==> config.mk <==
export PLATFORM = sky130hd
export DESIGN_NAME = fit_chi_collector
export DESIGN_NICKNAME = d
export VERILOG_FILES = /design/src/rtl/fit_chi_collector.sv
export SDC_FILE = /design/constraint.sdc
export NUM_CORES = 1
export LEC_CHECK = 0
export ABC_AREA = 1
export CAP_MARGIN = 10
export CORE_AREA = 4 4 241 243
export DETAILED_ROUTE_END_ITERATION = 8
export DIE_AREA = 0 0 245 247
export SYNTH_ARGS = -nofsm -noshare
export SYNTH_HDL_FRONTEND = slang
export SYNTH_SLANG_ARGS = --single-unit
==> constraint.sdc <==
create_clock -name clock -period 2.95 [get_ports clock]
set_clock_uncertainty 0.05 [all_clocks]
set_input_delay 0.295 -clock clock [delete_from_list [all_inputs] [get_ports clock]]
set_output_delay 0.295 -clock clock [all_outputs]
set_load 0.01 [all_outputs]
==> src/rtl/fit_chi_collector.sv <==
// Fit-stage result collector: slot mux, chi-square cut, in-flight tracking and end-event drain.
// Optional FIT_STATS_EN: per-event saturating count of passing tracks carried in the EE word.
module fit_chi_collector #(
  parameter int CHI_W = 16,
  parameter int PAR_W = 64,
  parameter int EE_W  = 32,
  parameter int CNT_W = 5,
  localparam int OUT_W = 1 + 3 + CHI_W + PAR_W
) (
  input  logic               clock,
  input  logic               reset,
  input  logic               fit_start,
  input  logic               fit_valid,
  input  logic [2:0]         fit_chi_sel,
  input  logic [6*CHI_W-1:0] chi_bus,
  input  logic [6*PAR_W-1:0] par_bus,
  input  logic [CHI_W-1:0]   chi_cut,
  input  logic               ee_valid,
  input  logic [EE_W-1:0]    ee_data,
  output logic               ee_ready,
  input  logic               fifo_out_full,
  output logic               fifo_out_we,
  output logic [OUT_W-1:0]   fifo_out_data,
  output logic [CNT_W-1:0]   inflight,
  output logic               overflow,
  output logic               seq_err
);

  typedef enum logic [1:0] {IDLE, DRAIN, EMIT} state_t;

  state_t             state_q, state_d;
  logic [CHI_W-1:0]   chi_mux;
  logic [PAR_W-1:0]   par_mux;
  logic               vld_p1;
  logic [2:0]         sel_p1;
  logic [CHI_W-1:0]   chi_p1;
  logic [PAR_W-1:0]   par_p1;
  logic [EE_W-1:0]    ee_lat;
  logic [CHI_W-1:0]   stat_val;
  logic               bad_sel, underflow, cnt_sat, pass_p1, drain_done;
  logic [OUT_W-1:0]   ee_word;

  always_comb begin
    chi_mux = '0;
    par_mux = '0;
    for (int k = 0; k < 6; k++) begin
      if (fit_chi_sel == 3'(k)) begin
        chi_mux = chi_bus[k*CHI_W +: CHI_W];
        par_mux = par_bus[k*PAR_W +: PAR_W];
      end
    end
  end

  // A result with no fit outstanding is spurious and is dropped like a bad slot.
  assign bad_sel   = fit_valid && (fit_chi_sel > 3'd5);
  assign underflow = fit_valid && !fit_start && (inflight == '0);
  assign cnt_sat   = fit_start && !fit_valid && (&inflight);

  // Stage S1: slot select
  always_ff @(posedge clock or negedge reset) begin
    if (!reset) vld_p1 <= 1'b0;
    else        vld_p1 <= fit_valid && !bad_sel && !underflow;
  end

  always_ff @(posedge clock) begin
    sel_p1 <= fit_chi_sel;
    chi_p1 <= chi_mux;
    par_p1 <= par_mux;
  end

  assign pass_p1 = vld_p1 && (chi_p1 <= chi_cut);

  always_ff @(posedge clock or negedge reset) begin
    if (!reset) begin
      inflight <= '0;
      seq_err  <= 1'b0;
    end else begin
      if (fit_start && !fit_valid && !cnt_sat)      inflight <= inflight + 1'b1;
      else if (fit_valid && !fit_start && !underflow) inflight <= inflight - 1'b1;
      if (bad_sel || underflow || cnt_sat || (fit_start && state_q == DRAIN))
        seq_err <= 1'b1;
    end
  end

`ifdef FIT_STATS_EN
  function automatic logic [CHI_W-1:0] sat_inc(input logic [CHI_W-1:0] v);
    return (&v) ? v : v + 1'b1;
  endfunction

  logic [CHI_W-1:0] stat_cnt;

  always_ff @(posedge clock or negedge reset) begin
    if (!reset)                stat_cnt <= '0;
    else if (state_q == EMIT)  stat_cnt <= '0;
    else if (pass_p1)          stat_cnt <= sat_inc(stat_cnt);
  end

  assign stat_val = stat_cnt;
`else
  assign stat_val = '0;
`endif

  // S1 must be empty before the marker is registered, so it can never meet a track word.
  assign drain_done = (state_q == DRAIN) && (inflight == '0) && !fit_valid && !vld_p1;
  assign ee_word    = {1'b1, 3'b000, stat_val, PAR_W'(ee_lat)};
  assign ee_ready   = (state_q == IDLE);

  always_ff @(posedge clock or negedge reset) begin
    if (!reset) state_q <= IDLE;
    else        state_q <= state_d;
  end

  always_comb begin
    state_d = state_q;
    case (state_q)
      IDLE:    if (ee_valid) state_d = DRAIN;
      DRAIN:   if (drain_done) state_d = EMIT;
      EMIT:    state_d = IDLE;
      default: state_d = IDLE;
    endcase
  end

  always_ff @(posedge clock) begin
    if (state_q == IDLE && ee_valid) ee_lat <= ee_data;
  end

  // Stage S2: cut and FIFO write
  always_ff @(posedge clock or negedge reset) begin
    if (!reset) begin
      fifo_out_we   <= 1'b0;
      fifo_out_data <= '0;
      overflow      <= 1'b0;
    end else begin
      fifo_out_we <= 1'b0;
      if (drain_done) begin
        if (fifo_out_full) overflow <= 1'b1;
        else begin
          fifo_out_we   <= 1'b1;
          fifo_out_data <= ee_word;
        end
      end else if (pass_p1) begin
        if (fifo_out_full) overflow <= 1'b1;
        else begin
          fifo_out_we   <= 1'b1;
          fifo_out_data <= {1'b0, sel_p1, chi_p1, par_p1};
        end
      end
    end
  end

endmodule

# After elaboration in Yosys (flattened, before gate mapping)
# Cells that the tools add are included.
# totals
input_bits	537
word_cells	84
regBits	210
# op_classes
n_addsub	2
reduce_logical	32
n_mux	27
n_lt_le_gt_ge	2
eq_ne	10
# op_table
op	count
two-way mux 64 bit	6
two-way mux 84 bit	4
two-way mux 16 bit	6
<= comparator 16 bit	1
logical AND 1 bit	15
two-way mux 5 bit	2
!= test 2 bit, second input constant	4
== test 3 x 2 -> 1 bit, second input constant	2
== test 3 bit, second input constant	2
zero test 1 bit	6
two-way mux 1 bit	6
adder 5 x 1 -> 5 bit, second input constant	1
zero test 5 bit	1
AND reduction 5 bit	1
subtractor 5 x 1 -> 5 bit, second input constant	1
two-way mux 2 bit	2
case mux 2 bit (2 select lines)	1
nonzero test 2 bit	2
== test 3 x 1 -> 1 bit, second input constant	1
greater-than comparator 3 bit, second input constant	1
zero test 3 bit	1
logical OR 1 bit	3
AND reduction 3 bit	1
== test 2 x 1 -> 1 bit, second input constant	1
other kinds (2)	2

# Depth between registers and ports, before layout
# Gate-level depths: netlist of the first run.
# depth
depth_word	7
ltp_mapped	18
depth_no_buf	16

# Worst setup path after synthesis of the first run
# No wires, ideal clock.
# synth_timing
kind	register to register
start	register state_q[1]
end	register ee_lat[0], enable pin
arrival_time_ns	2.022
path_slack_ns	0.457
n_path_buf	0
path_stages_with_launch	4
cell_sequence	dfrtp_1 > nor2_1 > inv_1 > nor2_1
# synth_between
elab_chain_len	2
# synth_rtl
element	line_no	source
start: declaration	31	state_t state_q, state_d;
start signal: assignment	110	else state_q <= state_d;
zero test 2 bit	n/a	
net ee_ready	20	output logic ee_ready,
logical AND 1 bit	124	if (state_q == IDLE && ee_valid) ee_lat <= ee_data;
end signal: assignment	124	
end: declaration	38	logic [EE_W-1:0] ee_lat;
# The timed path passes the listed nets, and every way through them passes these cells.
# A chain may end at the register's enable or synchronous reset.

# Final worst setup path of the first run
# layout_timing
start	register chi_p1[11]
end	register fifo_out_data[40]
# layout_between
elab_chain_len	4
word_cells_on_any_way	5
classes_between	order compare: 1; eq/ne: 1; reduce/logical: 3
# layout_rtl
element	line_no	source
start: declaration	36	logic [CHI_W-1:0] chi_p1;
start signal: assignment	67	chi_p1 <= chi_mux;
<= comparator 16 bit (*)	71	assign pass_p1 = vld_p1 && (chi_p1 <= chi_cut);
logical AND 1 bit (*)	71	
!= test 2 bit (no line) or nonzero test 2 bit (tied branches)	n/a	
AND reduction 3 bit (no line) (*)	n/a	
end signal: assignment	139	fifo_out_data <= ee_word;
end signal: assignment	145	fifo_out_data <= {1'b0, sel_p1, chi_p1, par_p1};
end: declaration	23	output logic [OUT_W-1:0] fifo_out_data,
# Every way passes the cells marked *; elsewhere a longest branch is shown, timed or not.

==> results of run 1 <==
==> cell type report <==
type,instances,share of cell area [%]
Multi-Input combinational cell,1145,27.8
Clock inverter,18,1.15
Clock buffer,30,3.73
Timing Repair Buffer,678,35.0
Inverter,89,1.77
Antenna cell,7,0.0896
Tap cell,756,4.84
Sequential cell,210,25.6
==> power groups by stage <==
stage	Sequential (mW)	Clock [mW]	Combinational (mW)
2_1_floorplan	4.15	0	1.21
3_3_place_gp	4.00	0	3.71
3_5_place_dp	4.02	0	3.75
4_1_cts	3.97	3.63	3.77
5_1_grt	4.05	3.75	4.02
6_report	3.97	3.52	3.73
==> cells by family (layout without fill, tap and decap cells) <==
group,after synthesis,in the layout,synth area share [%]
adder cells (fa/ha/maj),20,20,2.28
XOR/XNOR,3,3,0.232
flip-flops,210,210,44.2
multiplexers,1,1,0.0995
AND/OR/NAND/NOR,1027,1027,40.9
buffers and inverters,210,815,8.10
AO/OA/AOI/OAI,94,94,4.20
other,0,7,0
==> sequential cells by signal, summed over array words and instances (netlist names) <==
register	cells
sel_p1	3
inflight	5
ee_lat	32
overflow	1
vld_p1	1
fifo_out_data	84
fifo_out_we	1
chi_p1	16
state_q	2
par_p1	64
seq_err	1
==> cell usage after synthesis (4+ instances only) <==
library cell,instances,area [µm²]
nand2_1,458,1720
nand3_1,412,2060
dfrtp_1,95,2380
a21oi_1,87,435
dfxtp_1,83,1660
inv_1,83,312
nand4_1,81,507
clkbuf_1,69,259
nor2_1,59,221
edfxtp_1,32,961
buf_2,22,110
ha_1,19,238
buf_1,15,56.3
buf_6,12,135
inv_2,6,22.5
nor3_1,4,20.0
==> layer usage <==
metal,GRT usage (%),up-vias
met3,4.53,122
met4,6.90,6
met2,32.1,673
met5,0,-
li1,-,6438
met1,24.4,6459
==> critical path, cell delays in order, from the launching register on <==
cell	delay [ns]
dfxtp_1	0.32
ha_1	0.29
nand2_1	0.06
inv_1	0.07
nand3_1	0.08
nor3_2	0.18
nand2_1	0.08
nand2_1	0.06
nand2_1	0.14
nand3_4	0.13
buf_4	0.43
nand3_1	0.15
nand2_1	0.11
==> worst paths after layout <==
path | to | slack, ns | cells after the start
min in group asynchronous | fifo_out_data[8]$_DFFE_PN0P_ | 0.28 | 2
worst max-delay path | fifo_out_data[40]$_DFFE_PN0P_ | 0.72 | 12
worst min register to register | overflow$_DFFE_PN0P_ | 0.43 | 2
max in group asynchronous | fifo_out_data[69]$_DFFE_PN0P_ | 1.81 | 3
worst max register to register | fifo_out_data[40]$_DFFE_PN0P_ | 0.72 | 12
worst min-delay path | par_p1[1]$_DFF_P_ | 0.20 | 5
==> repair_timing <==
| action | in CTS | in global routing |
|---|---|---|
| endpoints found under the hold margin | 41 | 0 |
| buffers inserted | 0 | 0 |
| hold buffers | 1 | 0 |
==> metrics.md, run 1 <==
| Metric | Value |
|---|---|
| Outcome | complete, no violations |
| PnR worst setup slack | 0.719 ns |
| Met3 wire len | 4700 µm |
| EDFF count, synth | 32 |
| Max capacitance violation total | 0 |
| Fin cells | 2933 |
| # DRC | 0 |
| Worst Hold Launch | fit_chi_sel[0] |
| Library cells used by synthesis | 32 |
| Dpl cells | 2877 |
| DP HPWL | 47600 µm |
| CTS clk-pin slew, worst paths | 0.06 ns |
| Hold WS | 0.201 ns |
| WL met2 | 29200 µm |
| Total grt overflow | 0 |
| Vias in the first global route | 14000 |
| Footprint of the multi-input gates | 5440 µm² |
| Crit. End Element | flop |
| Sequential area share after synthesis | 44.2% |
| Placed cell area | 18600 µm² |
| RSZ-0062 raised after global routing | false |
| Initial antenna violation count | 13 |
| Post-DRT Antenna Nets | 0 |
| All-Layer GR Usage | 19.3% |
| First-pass GRT wire length | 88400 µm |
| Combinational share of power | 33.2% |
| Reg power frac | 35.4% |
| IR drop worst, VDD | 406 µV |
| Top sig layer | met5 |
| Sw Ratio | 30.7% |
| CTS tree | built |
| Synthesized net count | 2122 |
| Final hold vios | 0 |
| Setup crit start kind | flop |
| Port buffer count | 629 |
| Vias per cell | 4.67 |
| TNS Setup | 0 ns |
| Crit path from | chi_p1[11]$_DFF_P_ |
| Most common cell after layout, fill and taps aside | clkdlybuf4s50_1 |
| Core ar. | 56000 µm² |
| H-tree depth | 1 |
| Worst slew pin tran | 0.679 ns |
| RR Startpoint | chi_p1[11]$_DFF_P_ |
| Via count | 13700 |
| Hold Path Class | in -> reg |
| Leak pwr | 8.40 nW |
| Post_cts resized | 0 |
| Area Overhead vs Synth | 72.7% |
| Avg Cell Area, Syn | 7.23 µm² |
| Largest net degree at the start of global routing | 82 |
| Critical path required time | 3.38 ns |
| Clock root buffer | clkbuf_16 |
| Synth Warn # | 0 |
| IO Pins | 630 |
| Tcrit/Tclk final | 75.6% |
| Clock Latency Late Sink | 0.54 ns |
| WS Path Type | reg -> reg |
| Minimum clock period after layout | 2.23 ns |
| WL per Instance | 21.0 µm |
| Sequential Area | 5000 µm² |
| Post-synthesis register bit count | 210 |
| Pwr/cell area | 574 nW/µm² |
| Async set-reset flop share out of synthesis | 45.2% |
| Final setup viols | 0 |
| Die area | 60500 µm² |
| CTS Sinks | 210 |
| Initial Utilization | 20.2% |
| Initial DRC count | 802 |
| Die X | 245 µm |
| Number of CTS-inserted buffers | 26 |
| Int Pwr | 7.77 mW |
| Worst Path Arrival | 2.66 ns |
| Mapped cell area | 11300 µm² |
| Fill count | 5938 |
| GP Congestion | 0.937 |
| Total power | 11.2 mW |
| Clk buf depth | 3 |
| Net count, final | 2707 |
| Met1 WL | 25500 µm |
| Fraction of layout cells with a size suffix above 1 | 5.30% |
| Max FO, Critical Path | 44 |
| Most frequent cells in the layout | clkdlybuf4s50_1, nand2_1, nand3_1 |
| Count of pins over their slew limit | 0 |
| Cells after synthesis | 1565 |
| Top_reg_cell synth | dfrtp_1 |
| Die height | 247 µm |
| Clock Power Share | 31.4% |
| F_max | 448 MHz |
| Slew HR | 54.7% |
| Row count | 87 |
| Finished Cell Area | 19500 µm² |
| Post-Place Worst Slack | 0.174 ns |
| Final core utilization | 34.9% |
| Final WL | 61600 µm |
| Pre-Repair DR Iteration Count | 5 |
| Sw power | 3.45 mW |
Note: power is estimated with default switching activity, not from simulation.
==> inputs of run 2 (changes only) <==
--- a/config.mk
+++ b/config.mk
@@ -7,9 +7,9 @@
 export LEC_CHECK = 0
 export ABC_AREA = 1
 export CAP_MARGIN = 10
-export CORE_AREA = 4 4 241 243
+export CORE_AREA = 4 4 244 246
 export DETAILED_ROUTE_END_ITERATION = 8
-export DIE_AREA = 0 0 245 247
+export DIE_AREA = 0 0 248 250
 export SYNTH_ARGS = -nofsm -noshare
 export SYNTH_HDL_FRONTEND = slang
 export SYNTH_SLANG_ARGS = --single-unit
==> constraint.sdc (replaced) <==
create_clock -name clock -period 1.8 [get_ports clock]
set_clock_uncertainty 0.05 [all_clocks]
set_input_delay 0.18 -clock clock [delete_from_list [all_inputs] [get_ports clock]]
set_output_delay 0.18 -clock clock [all_outputs]
set_load 0.01 [all_outputs]
==> metrics.md, run 2 (synthesized netlist as in run 1, its figures left out) <==
| Metric | Value |
|---|---|
| Via count | 13900 |
| Die X | 248 µm |
| DP HPWL | 44500 µm |
| Final WL | 58700 µm |
| Number of CTS-inserted buffers | 27 |
| Total power | 18.4 mW |
| Final hold vios | 0 |
| TNS Setup | -14.82 ns |
| Worst slew pin tran | 0.602 ns |
| Dpl cells | 2948 |
| Post-Place Worst Slack | -0.619 ns |
| Combinational share of power | 38.0% |
| Die area | 62000 µm² |
| CTS Sinks | 210 |
| Max FO, Critical Path | 35 |
| # DRC | 0 |
| Most frequent cells in the layout | clkdlybuf4s50_1, nand2_1, nand3_1 |
| Finished Cell Area | 20600 µm² |
| PnR worst setup slack | -0.218 ns |
| Failing checks | setup timing |
| Pre-Repair DR Iteration Count | 5 |
| Worst Path Arrival | 2.40 ns |
| Net count, final | 2788 |
| Core ar. | 57400 µm² |
| Initial antenna violation count | 2 |
| Crit. End Element | flop |
| Post-DRT Antenna Nets | 0 |
| Clock root buffer | clkbuf_16 |
| IO Pins | 630 |
| Fraction of layout cells with a size suffix above 1 | 11.6% |
| Clock Power Share | 26.7% |
| Vias per cell | 4.61 |
| Outcome | complete, but fails checks |
| Most common cell after layout, fill and taps aside | clkdlybuf4s50_1 |
| H-tree depth | 1 |
| IR drop worst, VDD | 630 µV |
| Final core utilization | 35.9% |
| Max reg flops | 84 |
| Tcrit/Tclk final | 112% |
| Max capacitance violation total | 0 |
| Slew HR | 59.9% |
| Minimum clock period after layout | 2.02 ns |
| Vias in the first global route | 14300 |
| Area Overhead vs Synth | 82.2% |
| All-Layer GR Usage | 17.6% |
| Count of pins over their slew limit | 0 |
| Fill count | 5960 |
| Sw Ratio | 32.1% |
| Reg2Reg Setup Slack | -0.22 ns |
| Placed cell area | 19200 µm² |
| Int Pwr | 12.5 mW |
| Reg power frac | 35.3% |
| Leak pwr | 9.01 nW |
| Setup crit start kind | flop |
| Initial Utilization | 19.7% |
| Clock Latency Late Sink | 0.54 ns |
| Regs by FF count | fifo_out_data (84), par_p1 (64), ee_lat (32) |
| Total grt overflow | 0 |
| GP Congestion | 0.950 |
| Port buffer count | 629 |
| Final setup viols | 85 |
| Footprint of the multi-input gates | 5770 µm² |
| Hold Path Class | in -> async |
| WL per Instance | 19.4 µm |
| Sw power | 5.91 mW |
| Fin cells | 3017 |
| RSZ-0062 raised after global routing | true |
| WS Path Type | reg -> reg |
| Pwr/cell area | 893 nW/µm² |
| Largest net degree at the start of global routing | 45 |
| F_max | 495 MHz |
| Critical path required time | 2.18 ns |
| Largest Register | fifo_out_data |
| CTS tree | built |
| Sequential Area | 5010 µm² |
| Row count | 88 |
| Clk buf depth | 3 |
| Die height | 250 µm |
| Initial DRC count | 1003 |
| Hold WS | 0.139 ns |
| CTS clk-pin slew, worst paths | 0.06 ns |
| First-pass GRT wire length | 84800 µm |
run 2: cell types whose count changed in the layout (fill, tap and decap cells not counted), moves of 12 or more:
cell,change
buf_4,+56
clkdlybuf4s50_1,-12
nand2_1,-39
nand2_2,+30
nand3_1,-16
nand3_2,+13
run 2: layer usage:
metal | up-vias | track usage [%] | part of all wire (%) | routed length, µm
met2 | 650 | 31.1 | 49 | 28800
met1 | 6550 | 21.4 | 40 | 23400
met4 | 0 | 5.19 | 3.0 | 1760
met3 | 94 | 3.79 | 7.9 | 4630
li1 | 6602 | - | - | -
met5 | - | 0 | 0 | 0
run 2: final timing paths:
| check | startpoint | cells past startpoint | endpoint |
|---|---|---|---|
| setup reg to reg | chi_p1[15]$_DFF_P_ | 11 | fifo_out_data[16]$_DFFE_PN0P_ |
| setup / recovery | chi_p1[15]$_DFF_P_ | 11 | fifo_out_data[16]$_DFFE_PN0P_ |
| hold reg to reg | overflow$_DFFE_PN0P_ | 2 | overflow$_DFFE_PN0P_ |
| max in group asynchronous | reset | 3 | fifo_out_data[1]$_DFFE_PN0P_ |
| hold / removal | reset | 2 | fifo_out_data[45]$_DFFE_PN0P_ |
| min in group clock | ee_data[3] | 1 | ee_lat[3]$_DFFE_PP_ |
run 2: cell type report:
type | instances | share of cell area (%)
diodes | 1 | 0.0121
repair buffers | 758 | 37.5
clock inverters | 13 | 0.352
multi-input cells | 1145 | 28.0
flip-flops and latches | 210 | 24.3
inverters | 89 | 1.67
clock buffers | 36 | 3.54
well taps | 765 | 4.64
run 2: critical path: stages, from the launching register on:
cell and delay [ns]:
dfxtp_4 0.38, ha_4 0.26, a21oi_1 0.16, o21ai_0 0.12, a21oi_1 0.12, nand2_1 0.07
nand2_2 0.09, nand3_4 0.11, buf_6 0.15, buf_12 0.15, nand3_1 0.11, nand2_1 0.06
run 2: what timing repair did:
item | CTS | global route
gates resized for setup | 47 | 70
cloned | 5 | 2
setup buffers | 10 | 5
setup endpoints to repair | 95 | 91
pin swaps | 8 | 15
hold endpoints to repair | 95 | 0
hold buffers | 1 | 0
run 2: power groups by stage:
stage / Combinational (mW) / Clock (mW) / Sequential, mW
after floorplan: 2.02 / 0 / 6.81
after global placement: 6.53 / 0 / 6.52
after detailed placement: 6.60 / 0 / 6.55
after CTS: 6.82 / 5.12 / 6.47
after global routing: 7.57 / 5.33 / 6.62
final: 6.99 / 4.92 / 6.49
==> inputs of run 3 (changes only) <==
--- a/config.mk
+++ b/config.mk
@@ -8,8 +8,10 @@
 export ABC_AREA = 1
 export CAP_MARGIN = 10
 export CORE_AREA = 4 4 244 246
+export CTS_CLUSTER_DIAMETER = 50
 export DETAILED_ROUTE_END_ITERATION = 8
 export DIE_AREA = 0 0 248 250
+export SLEW_MARGIN = 0
 export SYNTH_ARGS = -nofsm -noshare
 export SYNTH_HDL_FRONTEND = slang
 export SYNTH_SLANG_ARGS = --single-unit
==> metrics.md, run 3 (synthesized netlist as in run 1, its figures left out) <==
| Metric | Value |
|---|---|
| Final WL | 59700 µm |
| Die area | 62000 µm² |
| Leak pwr | 9.28 nW |
| WL per Instance | 19.6 µm |
| Hold Path Class | in -> reg |
| Count of pins over their slew limit | 0 |
| Die X | 248 µm |
| Minimum clock period after layout | 2.02 ns |
| Clock root buffer | clkbuf_16 |
| GP Congestion | 0.950 |
| Vias per cell | 4.61 |
| Largest net degree at the start of global routing | 45 |
| Clock Latency Late Sink | 0.51 ns |
| Pwr/cell area | 956 nW/µm² |
| CTS tree | built |
| Hold WS | 0.165 ns |
| Net count, final | 2802 |
| First-pass GRT wire length | 85000 µm |
| Crit. End Element | flop |
| Port buffer count | 629 |
| Initial DRC count | 952 |
| Final hold vios | 0 |
| Via count | 14000 |
| All-Layer GR Usage | 17.8% |
| Most frequent cells in the layout | clkdlybuf4s50_1, nand2_1, nand3_1 |
| Max capacitance violation total | 0 |
| Fin cells | 3037 |
| Row count | 88 |
| WS Path Type | reg -> reg |
| IO Pins | 630 |
| Outcome | complete, but fails checks |
| CTS Sinks | 210 |
| Critical path required time | 2.15 ns |
| Clk buf depth | 3 |
| Regs by FF count | fifo_out_data (84), par_p1 (64), ee_lat (32) |
| Worst slew pin tran | 0.597 ns |
| Fraction of layout cells with a size suffix above 1 | 13.8% |
| Placed cell area | 19200 µm² |
| RSZ-0062 raised after global routing | true |
| Most common cell after layout, fill and taps aside | clkdlybuf4s50_1 |
| Setup crit start kind | flop |
| Total grt overflow | 0 |
| Largest Register | fifo_out_data |
| DP HPWL | 44500 µm |
| Slew HR | 60.2% |
| Initial Utilization | 19.7% |
| IR drop worst, VDD | 537 µV |
| Vias in the first global route | 14300 |
| CTS clk-pin slew, worst paths | 0.06 ns |
| Pre-Repair DR Iteration Count | 7 |
| Post-DRT Antenna Nets | 0 |
| PnR worst setup slack | -0.224 ns |
| Final setup viols | 85 |
| Finished Cell Area | 21300 µm² |
| Max reg flops | 84 |
| Failing checks | setup timing |
| Initial antenna violation count | 2 |
| Tcrit/Tclk final | 112% |
| H-tree depth | 2 |
| Die height | 250 µm |
| Max FO, Critical Path | 17 |
| Dpl cells | 2948 |
| F_max | 494 MHz |
| Area Overhead vs Synth | 88.0% |
| Worst Path Arrival | 2.37 ns |
| Number of CTS-inserted buffers | 35 |
| Core ar. | 57400 µm² |
| # DRC | 0 |
run 3: cell types whose count changed in the layout (fill, tap and decap cells not counted), sizes merged:
cell           delta
clkinvlp          -2
dlygate4sd2       -2
dlymetal6s2s      -2
clkbuf           +13
bufinv            +1
inv               +6
buf               +2
clkdlybuf4s50     +4
run 3: path summary, 6_finish.rpt:
| kind | depth (start not counted) | to | startpoint | slack (ns) |
|---|---|---|---|---|
| max | 12 | fifo_out_data[75]$_DFFE_PN0P_ | chi_p1[11]$_DFF_P_ | -0.22 |
| max reg2reg | 12 | fifo_out_data[75]$_DFFE_PN0P_ | chi_p1[11]$_DFF_P_ | -0.22 |
| min reg2reg | 2 | overflow$_DFFE_PN0P_ | overflow$_DFFE_PN0P_ | 0.42 |
| max in group asynchronous | 3 | fifo_out_data[63]$_DFFE_PN0P_ | reset | 0.92 |
| min in group asynchronous | 2 | fifo_out_data[45]$_DFFE_PN0P_ | reset | 0.19 |
| min | 1 | ee_lat[3]$_DFFE_PP_ | ee_data[3] | 0.16 |
run 3: metal layers:
layer | routed length (µm) | vias to the layer above | GRT usage [%]
met5 | 0 | - | 0
met4 | 1500 | 0 | 5.21
met3 | 4750 | 105 | 4.23
met2 | 29500 | 655 | 31.2
met1 | 23900 | 6593 | 21.5
li1 | - | 6634 | -
run 3: repair_timing:
item                       CTS  global route
hold endpoints to repair    95             0
cloned                       5             9
pin swaps                    8            18
gates resized for setup     51            96
setup buffers               10             3
hold buffers                 1             0
setup endpoints to repair   93            91
run 3: metrics by stage:
step           power [mW]  utilization, %  setup TNS, ns  worst slack, ns
2_1_floorplan        8.84               -        -0.0984          -0.0984
3_3_place_gp         13.0            33.4         -59.30           -0.596
3_5_place_dp         13.2            33.4         -61.87           -0.619
4_1_cts              20.1            36.1         -19.99           -0.265
5_1_grt              21.4            37.1         -23.68           -0.317
6_report             20.3            37.1         -15.29           -0.224
run 3: final cells by class:
class / instances / area [µm²]
fill: 5890 / 36100
clock buffer: 45 / 1020
inverter: 89 / 344
antenna: 1 / 2.50
timing repair buffer: 764 / 7910
tap: 765 / 957
multi-input combinational: 1145 / 5880
clock inverter: 18 / 154
sequential: 210 / 5010
run 3: power by group:
group | total [mW] | leakage [nW] | switching (mW) | internal [mW]
logic | 7.18 | 6.49 | 3.28 | 3.90
registers | 6.53 | 2.20 | 0.629 | 5.90
clock network | 6.61 | 0.584 | 2.44 | 4.17
run 3: critical path: stages, from the launching register on:
cell	delay [ns]
dfxtp_4	0.36
ha_4	0.27
nand2_2	0.05
inv_2	0.06
nand3_2	0.08
nor3_4	0.14
nand4_1	0.13
nand2_2	0.12
nand3_4	0.12
buf_6	0.18
clkbuf_16	0.19
nand3_1	0.09
nand2_1	0.06
